### src/rtl/mem_access_ctrl_pkg.sv
// rtl/mem_access_ctrl_pkg.sv - shared size codes, FSM states and lane constants for the load/store sequencer
package mac_defs;

    typedef enum logic [1:0] {
        SZ_BYTE = 2'd0,
        SZ_HALF = 2'd1,
        SZ_WORD = 2'd2,
        SZ_ILL  = 2'd3
    } size_e;

    typedef enum logic [2:0] {
        ST_IDLE  = 3'd0,
        ST_RD    = 3'd1,
        ST_MERGE = 3'd2,
        ST_WR    = 3'd3,
        ST_DONE  = 3'd4,
        ST_ERR   = 3'd5
    } state_e;

    localparam logic [31:0] LANE_BYTE_MASK = 32'h0000_00ff;
    localparam logic [31:0] LANE_HALF_MASK = 32'h0000_ffff;

    // An access is illegal when its size code is reserved or its offset breaks natural alignment.
    function automatic logic access_illegal(input size_e bhw, input logic [1:0] off);
        logic r;
        case (bhw)
            SZ_BYTE: r = 1'b0;
            SZ_HALF: r = off[0];
            SZ_WORD: r = (off != 2'b00);
            default: r = 1'b1;
        endcase
        return r;
    endfunction

endpackage

### src/rtl/mac_lane_unit.sv
// rtl/mac_lane_unit.sv - combinational little-endian lane extract/extend and store merge
module mac_lane_unit
    import mac_defs::*;
(
    input  logic [31:0] i_word,
    input  size_e       i_bhw,
    input  logic [1:0]  i_offset,
    input  logic        i_sext,
    input  logic [31:0] i_wdata,
    output logic [31:0] o_load,
    output logic [31:0] o_merged
);

    logic [4:0]  w_byte_sh;
    logic [4:0]  w_half_sh;
    logic [7:0]  w_byte;
    logic [15:0] w_half;

    assign w_byte_sh = {i_offset, 3'b000};
    assign w_half_sh = {i_offset[1], 4'b0000};
    assign w_byte    = i_word[w_byte_sh +: 8];
    assign w_half    = i_word[w_half_sh +: 16];

    // Select the addressed lane for loads and splice the store lane into the word for merges.
    always_comb begin
        o_load   = '0;
        o_merged = i_word;
        case (i_bhw)
            SZ_BYTE: begin
                o_load   = {{24{i_sext & w_byte[7]}}, w_byte};
                o_merged = (i_word & ~(LANE_BYTE_MASK << w_byte_sh))
                         | ((i_wdata & LANE_BYTE_MASK) << w_byte_sh);
            end
            SZ_HALF: begin
                o_load   = {{16{i_sext & w_half[15]}}, w_half};
                o_merged = (i_word & ~(LANE_HALF_MASK << w_half_sh))
                         | ((i_wdata & LANE_HALF_MASK) << w_half_sh);
            end
            SZ_WORD: begin
                o_load   = i_word;
                o_merged = i_wdata;
            end
            default: begin
            end
        endcase
    end

endmodule

### src/rtl/mem_access_ctrl.sv
// rtl/mem_access_ctrl.sv - single-outstanding load/store sequencer with read-modify-write sub-word stores
module mem_access_ctrl
    import mac_defs::*;
#(
    parameter int ADDR_W = 32,
    parameter int DATA_W = 32
) (
    input  logic              clk,
    input  logic              rst_n,
    input  logic              req_valid,
    output logic              req_ready,
    input  logic              req_we,
    input  logic [1:0]        req_bhw,
    input  logic              req_sext,
    input  logic [ADDR_W-1:0] req_addr,
    input  logic [DATA_W-1:0] req_wdata,
    output logic              resp_valid,
    output logic [DATA_W-1:0] resp_rdata,
    output logic              resp_err,
    output logic              busy,
    output logic              mem_req,
    output logic              mem_we,
    output logic [ADDR_W-3:0] mem_addr,
    output logic [DATA_W-1:0] mem_wdata,
    input  logic [DATA_W-1:0] mem_rdata,
    input  logic              mem_ack
);

    state_e            r_state;
    state_e            w_next;
    logic              w_accept;
    size_e             w_req_bhw;
    logic              w_req_illegal;
    logic              w_word_store;

    logic              r_we;
    logic              r_sext;
    size_e             r_bhw;
    logic [1:0]        r_off;
    logic [DATA_W-1:0] r_wdata;
    logic [DATA_W-1:0] r_word;
    logic [ADDR_W-3:0] r_mem_addr;
    logic [DATA_W-1:0] r_mem_wdata;
    logic [DATA_W-1:0] w_load;
    logic [DATA_W-1:0] w_merged;

    assign w_req_bhw     = size_e'(req_bhw);
    assign w_req_illegal = access_illegal(w_req_bhw, req_addr[1:0]);
    assign w_word_store  = req_we && (w_req_bhw == SZ_WORD);

    mac_lane_unit u_lane (
        .i_word   (r_word),
        .i_bhw    (r_bhw),
        .i_offset (r_off),
        .i_sext   (r_sext),
        .i_wdata  (r_wdata),
        .o_load   (w_load),
        .o_merged (w_merged)
    );

    // State register; reset abandons any access in flight without a response.
    always_ff @(posedge clk) begin
        if (!rst_n) r_state <= ST_IDLE;
        else        r_state <= w_next;
    end

    // Next-state and handshake outputs decoded from the current state.
    always_comb begin
        w_next     = r_state;
        w_accept   = 1'b0;
        req_ready  = 1'b0;
        mem_req    = 1'b0;
        mem_we     = 1'b0;
        resp_valid = 1'b0;
        resp_err   = 1'b0;
        case (r_state)
            ST_IDLE: begin
                req_ready = 1'b1;
                if (req_valid) begin
                    w_accept = 1'b1;
                    if (w_req_illegal)     w_next = ST_ERR;
                    else if (w_word_store) w_next = ST_WR;
                    else                   w_next = ST_RD;
                end
            end
            ST_RD: begin
                mem_req = 1'b1;
                if (mem_ack) w_next = r_we ? ST_MERGE : ST_DONE;
            end
            ST_MERGE: w_next = ST_WR;
            ST_WR: begin
                mem_req = 1'b1;
                mem_we  = 1'b1;
                if (mem_ack) w_next = ST_DONE;
            end
            ST_DONE: begin
                resp_valid = 1'b1;
                w_next     = ST_IDLE;
            end
            ST_ERR: begin
                resp_valid = 1'b1;
                resp_err   = 1'b1;
                w_next     = ST_IDLE;
            end
            default: w_next = ST_IDLE;
        endcase
    end

    // Request fields latch on accept so memory-side outputs stay stable for the whole access.
    always_ff @(posedge clk) begin
        if (!rst_n) begin
            r_we        <= 1'b0;
            r_sext      <= 1'b0;
            r_bhw       <= SZ_BYTE;
            r_off       <= '0;
            r_wdata     <= '0;
            r_word      <= '0;
            r_mem_addr  <= '0;
            r_mem_wdata <= '0;
        end else begin
            if (w_accept) begin
                r_we       <= req_we;
                r_sext     <= req_sext;
                r_bhw      <= w_req_bhw;
                r_off      <= req_addr[1:0];
                r_wdata    <= req_wdata;
                r_mem_addr <= req_addr[ADDR_W-1:2];
                if (w_word_store) r_mem_wdata <= req_wdata;
            end
            if ((r_state == ST_RD) && mem_ack) r_word <= mem_rdata;
            if (r_state == ST_MERGE)           r_mem_wdata <= w_merged;
        end
    end

    assign mem_addr   = r_mem_addr;
    assign mem_wdata  = r_mem_wdata;
    assign resp_rdata = ((r_state == ST_DONE) && !r_we) ? w_load : '0;
    assign busy       = (r_state != ST_IDLE) | (req_valid & req_ready);

endmodule

### config.mk
export PLATFORM = sky130hd
export DESIGN_NAME = mem_access_ctrl
export DESIGN_NICKNAME = d
export VERILOG_FILES = /design/src/rtl/mem_access_ctrl_pkg.sv /design/src/rtl/mac_lane_unit.sv /design/src/rtl/mem_access_ctrl.sv
export SDC_FILE = /design/constraint.sdc
export NUM_CORES = 1
export LEC_CHECK = 0
export ABC_AREA = 1
export CORE_UTILIZATION = 45
export DETAILED_ROUTE_END_ITERATION = 6
export PLACE_DENSITY_LB_ADDON = 0.2
export SLEW_MARGIN = 20
export SYNTH_ARGS = -nofsm -noshare
export SYNTH_HDL_FRONTEND = slang
export SYNTH_SLANG_ARGS = --single-unit
### constraint.sdc
create_clock -name clk -period 2 [get_ports clk]
set_input_delay 0.3 -clock clk [delete_from_list [all_inputs] [get_ports clk]]
set_output_delay 0.3 -clock clk [all_outputs]
set_load 0.005 [all_outputs]
Word-level counts from Yosys, hierarchy flattened
Index checks and enable logic that the tools add are counted.
{"block": "word_totals", "regBits": 135, "inputBits": 104, "out_inout_bits": 100, "wordCells": 73}
{"block": "classes", "eq_ne": 12, "n_shift": 6, "muxes": 21, "n_bitwise": 10, "n_reduce_logical": 15}
{"cell": "case mux 32 bit (3 select lines)", "count": 2}
{"cell": "two-way mux 32 bit", "count": 4}
{"cell": "AND 32 bit", "count": 2}
{"cell": "inverter 32 bit", "count": 2}
{"cell": "OR 32 bit", "count": 2}
{"cell": "variable part select 32 x 6 -> 16 bit", "count": 1}
{"cell": "variable part select 32 x 6 -> 8 bit", "count": 1}
{"cell": "left shift 16 x 5 -> 32 bit", "count": 1}
{"cell": "left shift 16 x 5 -> 32 bit (first input constant)", "count": 1}
{"cell": "left shift 8 x 5 -> 32 bit", "count": 1}
{"cell": "left shift 8 x 5 -> 32 bit (first input constant)", "count": 1}
{"cell": "two-way mux 3 bit", "count": 5}
{"cell": "case mux 3 bit (4 select lines)", "count": 1}
{"cell": "two-way mux 1 bit", "count": 7}
{"cell": "equality test 3 x 2 -> 1 bit (second input constant)", "count": 2}
{"cell": "equality test 3 bit (second input constant)", "count": 2}
{"cell": "inequality test 2 bit (second input constant)", "count": 3}
{"cell": "nonzero test 2 bit", "count": 3}
{"cell": "equality test 2 x 1 -> 1 bit (second input constant)", "count": 2}
{"cell": "equality test 2 bit (second input constant)", "count": 2}
{"cell": "zero test 2 bit", "count": 2}
{"cell": "OR reduction 2 bit", "count": 2}
{"cell": "AND 1 bit", "count": 3}
{"cell": "equality test 3 x 1 -> 1 bit (second input constant)", "count": 1}
{"cell": "9 further kinds", "count": 11}

Longest topological paths before layout
Gate-level depths: netlist of run 1.
{"block": "depth", "depth_word": 6, "mapped_depth": 11, "ltp_nobuf": 10}

Hierarchy
From an unflattened synthesis of run 1, not the netlist that was laid out.
{"block": "unflattened", "hier_cells": 1267, "area_unflattened_um2": 8055.2}
{"module": "mem_access_ctrl", "instances": 1, "cells_per_inst": 805, "area_each_um2": 5881.9}
{"module": "mac_lane_unit", "instances": 1, "cells_per_inst": 462, "area_each_um2": 2173.3}

Worst setup path before layout of run 1
No wires, ideal clock.
{"block": "synth_path", "path_kind": "register to output", "startpoint": "reg r_bhw[0]", "endpoint": "out resp_rdata[29]", "t_arrival_ns": 1.302, "t_required_ns": 1.700, "path_slack_ns": 0.398, "path_stages_with_launch": 10, "path_buffers": 3, "path_cell_list": "dfxtp_1 -> buf_6 -> inv_2 -> nor2_2 -> buf_4 -> nand3_4 -> buf_6 -> o21ai_1 -> inv_1 -> a21oi_1"}
{"block": "synth_via", "elab_chain_cells": 3, "word_cells_on_any_way": 5, "classes_between": "2 x eq/ne; 2 x mux; 1 x reduce/logical"}
{"element": "start: declaration", "line_no": "mem_access_ctrl.sv:38", "rtl": "size_e r_bhw;"}
{"element": "start signal: assignment", "line_no": "mem_access_ctrl.sv:124", "rtl": "r_bhw <= w_req_bhw;"}
{"element": "equality test 2 bit, or another cell as far along", "line_no": "mac_lane_unit.sv:28", "rtl": "case (i_bhw)"}
{"element": "case mux 32 bit (3 select lines) (*)", "line_no": "mac_lane_unit.sv:28"}
{"element": "two-way mux 32 bit (*)", "line_no": "mem_access_ctrl.sv:137", "rtl": "assign resp_rdata = ((r_state == ST_DONE) && !r_we) ? w_load : '0;"}
{"element": "end: declaration", "line_no": "mem_access_ctrl.sv:18", "rtl": "output logic [DATA_W-1:0] resp_rdata,"}
Mark *: on every way between the ends. The rest lies on a longest branch, timed or not.

Worst setup path after layout of run 1
{"block": "layout_path", "startpoint": "reg r_off[1]", "endpoint": "out resp_rdata[15]"}
{"block": "layout_via", "elab_chain_cells": 4, "word_cells_on_any_way": 5, "classes_between": "2 x shift; 2 x mux; 1 x bitwise"}
{"element": "start: declaration", "line_no": "mem_access_ctrl.sv:39", "rtl": "logic [1:0] r_off;"}
{"element": "start signal: assignment", "line_no": "mem_access_ctrl.sv:125", "rtl": "r_off <= req_addr[1:0];"}
{"element": "variable part select 32 x 6 -> 8 bit", "line_no": "mac_lane_unit.sv:21", "rtl": "assign w_byte = i_word[w_byte_sh +: 8];"}
{"element": "AND 1 bit", "line_no": "mac_lane_unit.sv:30", "rtl": "o_load = {{24{i_sext & w_byte[7]}}, w_byte};"}
{"element": "case mux 32 bit (3 select lines) (*)", "line_no": "mac_lane_unit.sv:28"}
{"element": "two-way mux 32 bit (*)", "line_no": "mem_access_ctrl.sv:137"}
Marks and branches as above.

==> run summary, run 1 <==
Hold Path Class: input pin to flop
Power Total: 8.55 mW
Violated checks: design-rule violations, negative setup slack
Maximum root-to-sink buffer count: 2
Synthesized instance count: 1,099
Minimum clock period: 2140 ps
Max Clock Freq: 467 MHz
Antenna violations before repair: 0
Diode count: 0
Power Dens Cells: 804 nW/um2
Leading post-synthesis cells by cell area: dfxtp_1 38%, nand2_1 16%, a21oi_1 13%
Initial Utilization: 46.2%
DRT antenna net count: 0
DP Wirelength: 17.7 mm
R2r endpoint: mem_wdata[18]
Post-Syn Area: 7040 um2
Remaining global-route overflow: 0
Final number of hold-violating endpoints: 0
Vias in the first global route: 7,968
Hold path depth: 3
Place WS: -123 ps
Yosys top cell by area: dfxtp_1
Critical path fanouts, max: 7
DRT iter0 DRCs: 602
Yosys reg bits: 135
Largest net degree at the start of global routing: 61
Hold_sp: rst_n
Area Growth Syn to Fin: 51.0%
Slew Viols, Final: 0
Cells after DPL: 1,502
Synth unique cells: 31
CP Data Arrival Time: 1840 ps
Final-report setup violation count: 23
Root Driver: clkbuf_16
Slew @ Worst Pin: 487 ps
Critical Path RT: 1700 ps
Clock slew at reported path FFs: 60 ps
CTS tree: yes
Max Cap Violations: 0
Die width: 127 um
Cell area after layout: 10,600 um2
Final core utilization: 69.7%
R2r setup slk: 230 ps
# clock sinks: 135
Worst Hold Path EP: mem_addr[28]
Fraction of layout cells with a size suffix above 1: 18.9%
Drt drc: 3
Setup TNS: -1640 ps
Clock Latency Late Sink: 420 ps
Leakage: 4.42 nW
Total GRT Usage: 31.9%
Max VDD drop: 786 uV
Via/cell ratio: 5.32
Final period util: 107%
Critical Path Start Type: flop
Vert. Die Dim: 127 um
Total wire length: 25.5 mm
Worst Skew: 5.83 ps
Syn nets: 1,203
Status: finished with violations
First-pass GRT wire length: 40.3 mm
Ports: 204
Placed cell area: 9520 um2
Worst R2R Path Depth: 7
Worst R2R Start: r_off[1]
Port Buffer Count: 203
Unrepaired setup endpoints after global routing: yes
Post-synth top area share: 38.4%
Critical Setup Path Class: flop to primary output
PnR worst setup slack: -139 ps
WL/cell: 16.4 um
Final net count: 1,440
Synth warn: 0
CP Capture Type: primary output
Relative slew slack: 67.5%
Sequential area share after synthesis: 38.4%
Row cnt: 45
Die ar.: 16,200 um2
Htree depth: 4
Routability Congestion: 0.938
Non-filler cells, final: 1,560
Final hold slack: 411 ps
CTS Buf Count: 17
Total number of vias: 8,304
Core ar.: 15,300 um2
Avg Cell Area, Syn: 6.41 um2
Fillers: 1,314
First-pass DRT Iterations: 7
## what timing repair did
item,in CTS,in global routing
hold buffers,0,0
setup buffers,19,4
gates cloned,4,0
setup endpoints to repair,36,35
pin swaps,17,18
resized for setup,187,73
## power breakdown
part / switching, mW / internal (mW)
combinational: 1.23 / 0.988
clock: 1.23 / 1.95
sequential: 0.221 / 2.93
## Yosys cell counts
| cell type | count |
|---|---|
| nand3_2 | 1 |
| o21ai_1 | 3 |
| a22oi_1 | 8 |
| o31ai_1 | 1 |
| a21oi_1 | 177 |
| nor2_8 | 1 |
| nand2_1 | 307 |
| nor2_4 | 2 |
| buf_6 | 2 |
| nor2_2 | 2 |
| inv_2 | 10 |
| inv_1 | 117 |
| or2_2 | 3 |
| inv_4 | 1 |
| nand3b_1 | 1 |
| o22ai_1 | 7 |
| nor3_1 | 2 |
| nand2_2 | 8 |
| buf_2 | 17 |
| nor2_1 | 54 |
| clkbuf_1 | 43 |
| or2_0 | 4 |
| a31oi_1 | 1 |
| buf_4 | 7 |
| a21o_1 | 1 |
| nand3_1 | 52 |
| o21ai_0 | 104 |
| nand4_1 | 25 |
| dfxtp_1 | 135 |
| nand3_4 | 2 |
| o21a_1 | 1 |
## metal layers
layer	up-vias	track usage, %	routed length, um
li1	4037	-	-
met1	3799	38.5	10300
met2	396	52.5	11900
met3	72	8.58	2240
met4	0	16.2	1030
met5	-	0	0
## worst max-delay path by stage
stage | start | endpoint | slack, ps | depth (start not counted)
6_report | r_off[1] | resp_rdata[15] | -140 | 9
2_1_floorplan | r_bhw[0] | resp_rdata[29] | 400 | 9
5_1_grt | r_off[1] | resp_rdata[13] | -190 | 9
3_3_place_gp | r_bhw[1] | resp_rdata[12] | -100 | 6
4_1_cts | r_off[1] | resp_rdata[29] | -110 | 9
3_5_place_dp | r_off[1] | resp_rdata[2] | -120 | 9
## area by class of cell
type	instances	area, um2	share of cell area, %
sequential	135	2720	25.6
clock inverter	13	154	1.45
clock buffer	19	433	4.07
tap	211	264	2.48
timing repair buffer	286	2650	24.9
multi-input combinational	768	3920	36.8
inverter	128	498	4.68
## layout by cell type (no fill, tap or decap), types with 27 or more instances in the layout
cell,netlist,final
inv_1,117,113
a21oi_2,0,27
o21ai_0,104,97
nand2_1,307,290
nand3_1,52,50
dfxtp_1,135,128
nor2_1,54,51
a21oi_1,177,146
clkdlybuf4s50_1,0,165
buf_4,7,63
buf_2,17,28
## cells by family after synthesis
family	after synthesis	share of synthesized area [%]
flops	135	38.4
buf+inv	197	11.4
simple gates	464	28.2
compound gates	303	22.1
## flip-flops by register name (all words and copies together), names as in the netlist
signal,count
r_state,3
mem_addr,30
r_we,1
r_sext,1
mem_wdata,32
r_wdata,32
r_bhw,2
r_off,2
r_word,32
## critical path, stage by stage, from the launching register on
cell     delay [ps]
dfxtp_4         400
inv_8           100
nand2_4          70
nand3_4          70
nand4_1          90
buf_6           170
buf_6           120
buf_6           120
a21oi_2         130
buf_2           140
Note: power is estimated with default switching activity, not from simulation.
==> run 2: changes to the inputs <==
- SKIP_LAST_GASP: unset -> 1
==> run 2 against run 1 <==
The run ends with negative setup slack left; clock power about the same; count of clock-buffer cells in the layout did not move; sequential power about the same; total power down 0.50%; largest power group unchanged; clock skew fell by 0.54 ps; critical path depth is the same; sequential cell count unchanged; fmax fell by 0.53%; worst hold slack got worse by 1.1 ps.
==> run summary, run 2 (synthesis results as in run 1) <==
Final-report setup violation count: 26 (+13%)
Hold Path Class: input pin to flop
Row cnt: 45 (unchanged)
First-pass GRT wire length: 40.3 mm (about the same)
Commonest cells after routing, fill and taps aside: 290 x nand2_1, 165 x clkdlybuf4s50_1, 150 x a21oi_1, 128 x dfxtp_1, 117 x inv_1
DRT antenna net count: 0 (unchanged)
CTS Hold Bufs: 0 (unchanged)
Final net count: 1,439 (-0.069%)
Total GRT Usage: 31.9% (about the same)
Clock slew at reported path FFs: 60 ps (about the same)
Routability Congestion: 0.938 (unchanged)
R2r endpoint: mem_wdata[18]
Diode count: 0 (unchanged)
Worst R2R Start: r_off[1]
Initial Utilization: 46.2% (unchanged)
Worst Skew: 5.29 ps (-0.543 ps)
Slew Viols, Final: 0 (unchanged)
CP max stage cell: dfxtp_4
CP Capture Type: primary output
Minimum clock period: 2150 ps (+11.4 ps)
Status: finished with violations
Largest net degree at the start of global routing: 61 (unchanged)
R2r setup slk: 240 ps (about the same)
Final hold slack: 410 ps (-1.06 ps)
Critical Path Start Type: flop
Antenna violations before repair: 0 (unchanged)
Die ar.: 16,200 um2 (unchanged)
First-pass DRT Iterations: 6 (-1)
Area Growth Syn to Fin: 49.9%
Die width: 127 um (unchanged)
Unrepaired setup endpoints after global routing: yes
Max VDD drop: 787 uV (+0.13%)
Clock Latency Late Sink: 420 ps (about the same)
DRT iter0 DRCs: 621 (+3.2%)
Vias in the first global route: 7,960 (-0.10%)
Leakage: 4.40 nW (-0.38%)
Htree depth: 4 (unchanged)
Final number of hold-violating endpoints: 0 (unchanged)
CTS tree: yes
Crit path largest cell delay: 400 ps (about the same)
Most common library cell in the layout ignoring fill and taps: nand2_1
CTS Buf Count: 17 (unchanged)
Cells after DPL: 1,502 (unchanged)
Place WS: -123 ps (unchanged)
Vert. Die Dim: 127 um (unchanged)
WL/cell: 16.3 um (-0.69%)
Crit path top cell by count: buf_6
Worst R2R Path Depth: 7 (unchanged)
Ports: 204 (unchanged)
Power Total: 8.51 mW (-0.50%)
Critical path, cell by cell: inv_8 > nand2_4 > nand3_2 > nand4_1 > buf_6 > buf_6 > buf_4 > a21oi_2 > buf_2
Core ar.: 15,300 um2 (unchanged)
Max Clock Freq: 465 MHz (-0.53%)
Setup TNS: -1900 ps (-263 ps)
Fraction of layout cells with a size suffix above 1: 17.9% (-1.0 points)
Drt drc: 0 (-3)
Maximum root-to-sink buffer count: 2 (unchanged)
Critical path fanouts, max: 7 (unchanged)
Critical Path RT: 1700 ps (about the same)
Remaining global-route overflow: 0 (unchanged)
Violated checks: negative setup slack
Via/cell ratio: 5.30 (-0.44%)
Max Cap Violations: 0 (unchanged)
CP Data Arrival Time: 1850 ps (about the same)
Total wire length: 25.3 mm (-0.76%)
Relative slew slack: 67.6% (+0.16 points)
Critical Setup Path Class: flop to primary output
Total number of vias: 8,262 (-0.51%)
DP Wirelength: 17.7 mm (unchanged)
Hold path depth: 3 (unchanged)
Fillers: 1,327 (+0.99%)
Power Dens Cells: 806 nW/um2 (+0.24%)
Hold_sp: rst_n
# clock sinks: 135 (unchanged)
Root Driver: clkbuf_16
Worst Hold Path EP: mem_addr[28]
PnR worst setup slack: -151 ps (-11.4 ps)
Port Buffer Count: 203 (unchanged)
Slew @ Worst Pin: 485 ps (-2.38 ps)
Non-filler cells, final: 1,559 (-0.064%)
Final period util: 108% (+0.57 points)
[run 2: power breakdown]
part	leakage [nW]	total [mW]	internal (mW)	switching, mW
combinational	3.01	2.17	0.970	1.20
sequential	1.11	3.15	2.93	0.219
clock	0.279	3.18	1.95	1.23
[run 2: worst max-delay path by stage]
| stage | startpoint | endpoint | depth (start not counted) |
|---|---|---|---|
| 6_report | r_off[1] | resp_rdata[15] | 9 |
| 5_1_grt | r_off[1] | resp_rdata[7] | 9 |
| 4_1_cts | r_off[1] | resp_rdata[29] | 9 |
| 3_5_place_dp | r_off[1] | resp_rdata[2] | 9 |
| 3_3_place_gp | r_bhw[1] | resp_rdata[12] | 6 |
| 2_1_floorplan | r_bhw[0] | resp_rdata[29] | 9 |
[run 2: area by class of cell]
type                    count  area, um2  area share (%)
inverters                 128        493            4.67
flip-flops and latches    135       2720            25.8
clock buffers              19        433            4.10
well taps                 211        264            2.50
repair buffers            285       2640            25.0
multi-input cells         768       3850            36.5
clock inverters            13        154            1.46
[run 2: metrics by stage]
step                      cell area, um2  util, %
after global placement              9520     62.4
after floorplan                     7040        -
after detailed placement            9520     62.4
after global routing               10600     69.2
after CTS                          10400     68.0
final                              10600     69.2
[run 2: critical path: cells and delay by family, from the launching register on]
| family | cells | cell delay, ps |
|---|---|---|
| buf+inv | 5 | 670 |
| simple gates | 3 | 240 |
| compound gates | 1 | 120 |
| flops | 1 | 400 |
[run 2: metal layers]
metal	GRT usage [%]	share of wire, %	vias to the layer above	routed length [um]
met3	8.71	8.3	70	2110
met4	15.6	3.7	0	928
met5	0	0	-	0
met1	38.4	41	3792	10300
li1	-	-	4037	-
met2	52.7	47	363	12000
[run 2: what timing repair did]
action | CTS | global route
resized for setup | 185 | 54
setup buffers | 19 | 3
pin swaps | 17 | 14
cloned | 4 | 0
endpoints found under the setup margin | 36 | 35
